[config.mk]
export PLATFORM = sky130hd
export DESIGN_NAME = regfile_seq_ctrl
export DESIGN_NICKNAME = d
export VERILOG_FILES = /design/src/rtl/regfile_seq_pkg.sv /design/src/rtl/regfile_seq_wdog.sv /design/src/rtl/regfile_seq_ctrl.sv
export SDC_FILE = /design/constraint.sdc
export NUM_CORES = 1
export LEC_CHECK = 0
export ABC_AREA = 1
export BUFFER_PORTS_ARGS = -buffer_cell sky130_fd_sc_hd__buf_4
export CAP_MARGIN = 0
export CORE_MARGIN = 1
export CORE_UTILIZATION = 45
export DETAILED_ROUTE_END_ITERATION = 10
export GPL_ROUTABILITY_DRIVEN = 0
export GPL_TIMING_DRIVEN = 0
export HOLD_SLACK_MARGIN = 0.06
export PLACE_DENSITY = 0.77
export SETUP_SLACK_MARGIN = 0.02
export SLEW_MARGIN = 20
export SYNTH_ARGS = -nofsm -noshare
export SYNTH_HDL_FRONTEND = slang
export SYNTH_HIERARCHICAL = 1
export SYNTH_SLANG_ARGS = --single-unit
[constraint.sdc]
create_clock -name clk -period 1.37 [get_ports clk]
set_clock_uncertainty 0.1 [all_clocks]
set_input_delay 0.2055 -clock clk [delete_from_list [all_inputs] [get_ports clk]]
set_output_delay 0.2055 -clock clk [all_outputs]
set_load 0.1 [all_outputs]
[src/rtl/regfile_seq_pkg.sv]
// Shared types and register-field layout for the regfile sequencing controller.
// The ABORT state exists only when REGFILE_SEQ_TIMEOUT_EN is defined.
package regfile_seq_pkg;

  localparam int REG_FIELD_W = 5;
  localparam int RS1_OFS     = 10;
  localparam int RS2_OFS     = 5;
  localparam int RD_OFS      = 0;

  localparam logic [REG_FIELD_W-1:0] X0 = '0;

  typedef enum logic [2:0] {
    ST_IDLE  = 3'd0,
    ST_RS1   = 3'd1,
    ST_RS2   = 3'd2,
    ST_ISSUE = 3'd3,
    ST_EXEC  = 3'd4,
`ifdef REGFILE_SEQ_TIMEOUT_EN
    ST_WB    = 3'd5,
    ST_ABORT = 3'd6
`else
    ST_WB    = 3'd5
`endif
  } seq_state_e;

endpackage

[src/rtl/regfile_seq_wdog.sv]
// EXEC watchdog: counts enabled cycles and flags expiry in the last allowed cycle.
// Instantiated by regfile_seq_ctrl only when REGFILE_SEQ_TIMEOUT_EN is defined.
module regfile_seq_wdog #(
  parameter int TIMEOUT_CYCLES = 16
) (
  input  logic clk,
  input  logic rst,
  input  logic clear,
  input  logic enable,
  output logic expire
);

  localparam int CNT_W = $clog2(TIMEOUT_CYCLES + 1);

  logic [CNT_W-1:0] count_q;

  // Count equals (EXEC cycle index - 1), so expiry lands in the final allowed cycle.
  assign expire = enable && (count_q == CNT_W'(TIMEOUT_CYCLES - 1));

  always_ff @(posedge clk) begin
    if (rst || clear) begin
      count_q <= '0;
    end else if (enable && !expire) begin
      count_q <= count_q + 1'b1;
    end
  end

endmodule

[src/rtl/regfile_seq_ctrl.sv]
// Sequences one instruction through two register reads, ALU issue/exec and writeback.
// Optional EXEC watchdog with ABORT state enabled by defining REGFILE_SEQ_TIMEOUT_EN.
module regfile_seq_ctrl
  import regfile_seq_pkg::*;
#(
  parameter int BUS_WIDTH      = 32,
  parameter int ADDR_WIDTH     = 15,
  parameter int TIMEOUT_CYCLES = 16
) (
  input  logic                  clk,
  input  logic                  rst,
  input  logic                  instr_valid,
  output logic                  instr_ready,
  input  logic [ADDR_WIDTH-1:0] instr_regs,
  input  logic [BUS_WIDTH-1:0]  instr_imm,
  input  logic                  instr_use_imm,
  input  logic                  instr_wb,
  output logic                  rs_addr_valid,
  output logic [ADDR_WIDTH-1:0] rs1_rs2_rd,
  output logic                  rs_store,
  input  logic [BUS_WIDTH-1:0]  rs_data,
  output logic [BUS_WIDTH-1:0]  imme_data,
  output logic [BUS_WIDTH-1:0]  rs_data_mux,
  output logic [BUS_WIDTH-1:0]  alu_op_a,
  output logic                  alu_start,
  input  logic                  alu_data_valid,
  input  logic [BUS_WIDTH-1:0]  alu_data_out,
  output logic                  rd_wr_en,
  output logic [BUS_WIDTH-1:0]  rd_wr_data,
  output logic                  op_done,
  output logic                  err
);

  seq_state_e state_q, state_d;

  logic                  exec_first_q;
  logic [ADDR_WIDTH-1:0] regs_q;
  logic [BUS_WIDTH-1:0]  imm_q;
  logic                  use_imm_q;
  logic                  wb_q;
  logic [BUS_WIDTH-1:0]  op_a_q;
  logic [BUS_WIDTH-1:0]  op_b_q;
  logic [BUS_WIDTH-1:0]  result_q;
  logic [REG_FIELD_W-1:0] rd_field;

  assign rd_field = regs_q[RD_OFS +: REG_FIELD_W];

`ifdef REGFILE_SEQ_TIMEOUT_EN
  logic timeout;

  regfile_seq_wdog #(
    .TIMEOUT_CYCLES(TIMEOUT_CYCLES)
  ) u_wdog (
    .clk    (clk),
    .rst    (rst),
    .clear  (state_q != ST_EXEC),
    .enable (state_q == ST_EXEC),
    .expire (timeout)
  );
`endif

  // NOTE: every always_comb output gets a default first, so no path can infer a latch.
  always_comb begin
    state_d = state_q;
    unique case (state_q)
      ST_IDLE:  if (instr_valid) state_d = ST_RS1;
      ST_RS1:   state_d = ST_RS2;
      ST_RS2:   state_d = ST_ISSUE;
      ST_ISSUE: state_d = ST_EXEC;
      ST_EXEC: begin
        // A result in the final counted cycle takes priority over the watchdog.
        if (alu_data_valid) state_d = ST_WB;
`ifdef REGFILE_SEQ_TIMEOUT_EN
        else if (timeout)   state_d = ST_ABORT;
`endif
      end
      ST_WB:    state_d = ST_IDLE;
`ifdef REGFILE_SEQ_TIMEOUT_EN
      ST_ABORT: state_d = ST_IDLE;
`endif
      default:  state_d = ST_IDLE;
    endcase
  end

  always_comb begin
    instr_ready   = (state_q == ST_IDLE);
    rs_addr_valid = (state_q == ST_RS1) || ((state_q == ST_RS2) && !use_imm_q);
    rs_store      = (state_q == ST_RS2);
    alu_start     = (state_q == ST_EXEC) && exec_first_q;
    // Writes to x0 are dropped; rd_wr_en is also gated off while rst is high.
    rd_wr_en      = (state_q == ST_WB) && wb_q && (rd_field != X0) && !rst;
`ifdef REGFILE_SEQ_TIMEOUT_EN
    op_done       = (state_q == ST_WB) || (state_q == ST_ABORT);
    err           = (state_q == ST_ABORT);
`else
    op_done       = (state_q == ST_WB);
    err           = 1'b0;
`endif
  end

  // NOTE: sequential state uses non-blocking assignments so all registers update from pre-edge values.
  always_ff @(posedge clk) begin
    if (rst) begin
      state_q      <= ST_IDLE;
      exec_first_q <= 1'b0;
      regs_q       <= '0;
      imm_q        <= '0;
      use_imm_q    <= 1'b0;
      wb_q         <= 1'b0;
      op_a_q       <= '0;
      op_b_q       <= '0;
      result_q     <= '0;
    end else begin
      state_q      <= state_d;
      exec_first_q <= (state_q == ST_ISSUE);
      if ((state_q == ST_IDLE) && instr_valid) begin
        regs_q    <= instr_regs;
        imm_q     <= instr_imm;
        use_imm_q <= instr_use_imm;
        wb_q      <= instr_wb;
      end
      // Read data trails its strobe by one cycle: rs1 arrives in RS2, rs2 in ISSUE.
      if (state_q == ST_RS2)   op_a_q <= rs_data;
      if (state_q == ST_ISSUE) op_b_q <= use_imm_q ? imm_q : rs_data;
      if ((state_q == ST_EXEC) && alu_data_valid) result_q <= alu_data_out;
    end
  end

  assign rs1_rs2_rd  = regs_q;
  assign imme_data   = imm_q;
  assign alu_op_a    = op_a_q;
  assign rs_data_mux = op_b_q;
  assign rd_wr_data  = result_q;

endmodule

**Word level (Yosys, flattened, before mapping)**

Index checks and enable logic that the tools add are counted.

- Input port bits: 117
- Output and inout port bits: 150
- Flip-flop bits (word level): 149

- Reductions and logical operators: 13
- Multiplexer cells: 4
- Equal/unequal tests: 7

Operators with widths:

| cell | count |
|---|---|
| 32-bit 2-to-1 mux | 1 |
| 3-bit one-hot mux with 5 select lines | 1 |
| 1-bit logical AND | 7 |
| 3-bit by 2-bit == test with 1-bit output, second input constant | 2 |
| 3-bit == test, second input constant | 2 |
| 3-bit 2-to-1 mux | 2 |
| 5-bit nonzero test | 1 |
| 2-bit inequality test, second input constant | 2 |
| 3-bit by 1-bit == test with 1-bit output, second input constant | 1 |
| 3-bit zero test | 1 |
| 1-bit zero test | 2 |
| 2-bit AND reduction | 1 |
| 1-bit logical OR | 1 |

**Depth between registers and ports, before layout**

- Word-level depth: 4
- Depth in mapped cells: 8
- Gate-level depth less buffers: 5

**Worst setup path after synthesis**

Ideal clock, no wire load.

- Path type: flip-flop to output port
- From: reg state_q[2]
- To: out rd_wr_en
- Setup slack: -2.249 ns
- Cell stages (with the launch flop): 6
- Data arrival time: 3.314 ns
- Path through: dfxtp_1 -> buf_2 -> inv_4 -> nor2_1 -> nand3_1 -> nor2_1

- Cells in the longest elaborated chain, start to end: 4

RTL lines:

| what | RTL line | RTL |
|---|---|---|
| start: declaration | regfile_seq_ctrl.sv:34 | `seq_state_e state_q, state_d;` |
| start signal: assignment | regfile_seq_ctrl.sv:114 | `state_q <= state_d;` |
| 3-bit == test | - |  |
| named net op_done | regfile_seq_ctrl.sv:30 | `output logic op_done,` |
| 1-bit logical AND (3 in series) | regfile_seq_ctrl.sv:91 | `rd_wr_en = (state_q == ST_WB) && wb_q && (rd_field != X0) && !rst;` |
| end: declaration | regfile_seq_ctrl.sv:28 | `output logic rd_wr_en,` |

The timed path passes the listed nets, and every way through them passes these cells.

**Worst setup path after layout**

- From: reg state_q[0]
- To: out rs_addr_valid

- Cells in the longest elaborated chain, start to end: 3

RTL lines:

| what | RTL line | RTL |
|---|---|---|
| 3-bit by 2-bit == test with 1-bit output | regfile_seq_ctrl.sv:87 | `rs_addr_valid = (state_q == ST_RS1) \|\| ((state_q == ST_RS2) && !use_imm_q);` |
| 1-bit logical AND | regfile_seq_ctrl.sv:87 |  |
| 1-bit logical OR (*) | regfile_seq_ctrl.sv:87 |  |
| end: declaration | regfile_seq_ctrl.sv:18 | `output logic rs_addr_valid,` |

Mark *: on every way between the ends. The rest lies on a longest branch, timed or not.

==> results.md <==
- Placed insts: 1615
- Later-pin clock latency in the skew report: approximately 0.43 ns
- Drt first pass iters: 7
- CP max stage delay: 0.38 ns
- Slew headroom: 54.29%
- Dpl ws: -0.4522 ns
- Synthesized area: 0.007051 mm²
- Avg WL per Cell: 18.16 µm
- Final nets: 1697
- Storage cell area: roughly 0.0031 mm²
- Die ar.: 0.01617 mm²
- Max cap viols: 0
- CP Launch Type: register
- DRC Markers: 0
- CP Max Fanout: 5
- Input/output buffers: 263
- Cell family with most CP delay: flip-flops
- Initial antenna violation count: 0
- Min-delay worst type: primary input to register
- CTS root buf: clkbuf_16
- Outcome: complete, but fails checks
- Area of the multi-input gates: 0.003183 mm²
- Worst path slowest cell: dfxtp_4
- Vias in the first global route: 8684
- Netlist cell types: 17
- Initial DRC count: 790
- Pwr dens: about 1400 mW/mm²
- Via Count: 9453
- Period Utilization, post-route: 130.8%
- Vias per cell: 5.243
- Worst-margin pin slew: slightly below 0.7 ns
- CTS HTree Levels: 4
- Worst IR drop on VDD: between 1000 and 1500 µV
- Final core utilization: 87.99%
- Crit path cell chain: nor2_4, nand2_4, clkbuf_8, o21ai_4, buf_12
- Synth warn: 6
- Ranking of synthesized cells by area: dfxtp_1 (42%), inv_1 (15%), nand2_1 (14%)
- N_diodes: 0
- CTS tree: built
- Largest net degree at the start of global routing: 17
- Final ANT Viol Nets: 0
- Worst setup margin: -0.4218 ns
- Core area: 0.01526 mm²
- FILL cells: slightly above 700
- Final Hold Viols: 0
- Initial Utilization: 46.21%
- Final wirelength: 32750 µm
- CP bufs+invs: 2
- GRT Residual Overflow: 0
- RSZ-0062 raised after global routing: true
- Post-Syn Area per Cell: a little over 6 µm²
- Power Total: about 19 mW
- Fin. max-slew vios: 0
- Post-synth ARST share: 0%
- Die height: 127.2 µm
- Syn-to-layout area delta: 90.42%
- Final Non-Filler Cells: between 1500 and 2000
- Most frequent cell after synthesis: inv_1
- Syn nets: around 1300
- Max frequency: 558.1 MHz
- EDFF count, synth: 0
- Tmin final: around 1.8 ns
- I/O pins: 267
- Worst path required time: 1.06 ns
- Seq/Total Area, Yosys: 42.31%
- CTS buffer count: 17
- Final hold slack: 0.1900 ns
- CP arrival: 1.49 ns
- Clock buffer depth: 2
- Row count: 45
- Cells after Synth: 1141
- GRT Util Overall: 34.16%
- Top FF cell, synth: dfxtp_1
- R2r setup slk: -0.29 ns
- P_leak: ~7 nW
- Clock transition at path regs: 0.06 ns
- #FFs+latches synth: 149
- Die width: 127.2 µm
- Most frequent cells after synthesis: inv_1 (279), nand2_1 (262), nor2_1 (216)
- Yosys top cell by area: dfxtp_1
- Yosys top cell area share: 42.31%
- Post-DP HPWL: 15720 µm
- First-pass GRT wire length: 42960 µm
- Layout cells sized above 1: roughly 40%
- Clk sinks: 149
- Setup-failing EPs final: between 100 and 150
- Failing checks: setup timing
- Worst Path Class, Setup: register to output port
- Critical Path End Type: output port
## kinds of logic (layout without fill, tap and decap cells)
logic type | Yosys count | count (layout) | synth area share [%]
buffers and inverters | 354 | 805 | 19.45
and+or+nand+nor | 568 | 568 | 33.29
DFF | 149 | 149 | 42.31
AOI/OAI and AO/OA | 69 | 69 | 4.898
other | 1 | 1 | 0.05319
## layout make-up
cell class	count	share of cell area [%]
tap	211	1.966
sequential	149	23.41
multi-input combinational	638	23.71
clock inverter	8	1.072
buffer	72	4.697
timing repair buffer	421	33.44
inverter	281	7.987
clock buffer	23	3.719
## repair_timing
action | 4_1_cts | 5_1_grt
buffers inserted | 19 | 13
gates cloned | 6 | 10
hold buffers | 114 | 0
hold endpoints to repair | 144 | 0
setup endpoints to repair | 258 | 203
gates resized for setup | 270 | 265
pin swaps | 19 | 62
## worst reg2reg max path: cells and delay by family (launching register included)
kind / cells / cell delay (ns)
AOI/OAI and AO/OA: 1 / 0.14
buffers and inverters: 5 / 0.67
DFF: 1 / 0.38
and+or+nand+nor: 3 / 0.27
## registers in the layout, indices dropped and copies added, names as in the netlist
| name | count |
|---|---|
| rs1_rs2_rd | 15 |
| use_imm_q | 1 |
| rs_data_mux | 32 |
| imme_data | 32 |
| rd_wr_data | 32 |
| exec_first_q | 1 |
| wb_q | 1 |
| alu_op_a | 32 |
| state_q | 3 |
## per-layer routing
| metal | up-vias | track usage [%] | wire length, µm |
|---|---|---|---|
| li1 | 4235 | - | - |
| met1 | 4325 | 36.61 | 11320 |
| met2 | 684 | 61.93 | 16210 |
| met3 | 209 | 7.956 | 3065 |
| met4 | 0 | 18.98 | 2147 |
| met5 | - | 0 | 0 |
## worst paths after layout
path,from,end,cells after the start
min reg2reg,alu_op_a[18],alu_op_a[18],2
max,state_q[0],rs_addr_valid,5
min,alu_data_valid,rd_wr_data[1],4
max reg2reg,state_q[0],alu_op_a[11],9
## per-stage QoR
step | instance area [µm²] | setup TNS, ns
after floorplan | 7276 | -1.598
after global placement | 9514 | -21.80
after detailed placement | 9514 | -23.78
after CTS | 12420 | -2.173
after global routing | 13430 | -21.65
final | 13430 | -15.24
## layout by cell type, fill, tap and decap left out, drive strengths merged
cell | synthesis | final
bufinv | 0 | 4
dlygate4sd3 | 0 | 114
inv | 281 | 280
o21ai | 67 | 67
conb | 1 | 1
clkinv | 0 | 5
nor3 | 1 | 1
nand2 | 262 | 262
nor2 | 217 | 217
clkbuf | 41 | 69
buf | 32 | 333
nand3 | 7 | 7
nand4 | 81 | 81
dfxtp | 149 | 149
a21oi | 2 | 2
## report_power, final
part           switching [mW]  internal (mW)  total [mW]
Combinational            5.75           2.95        8.69
Sequential              0.402           4.85        5.25
Clock                    1.91           3.29        5.20
Total                    8.06           11.1        19.1
No activity file was read; power rests on OpenSTA's default activity.
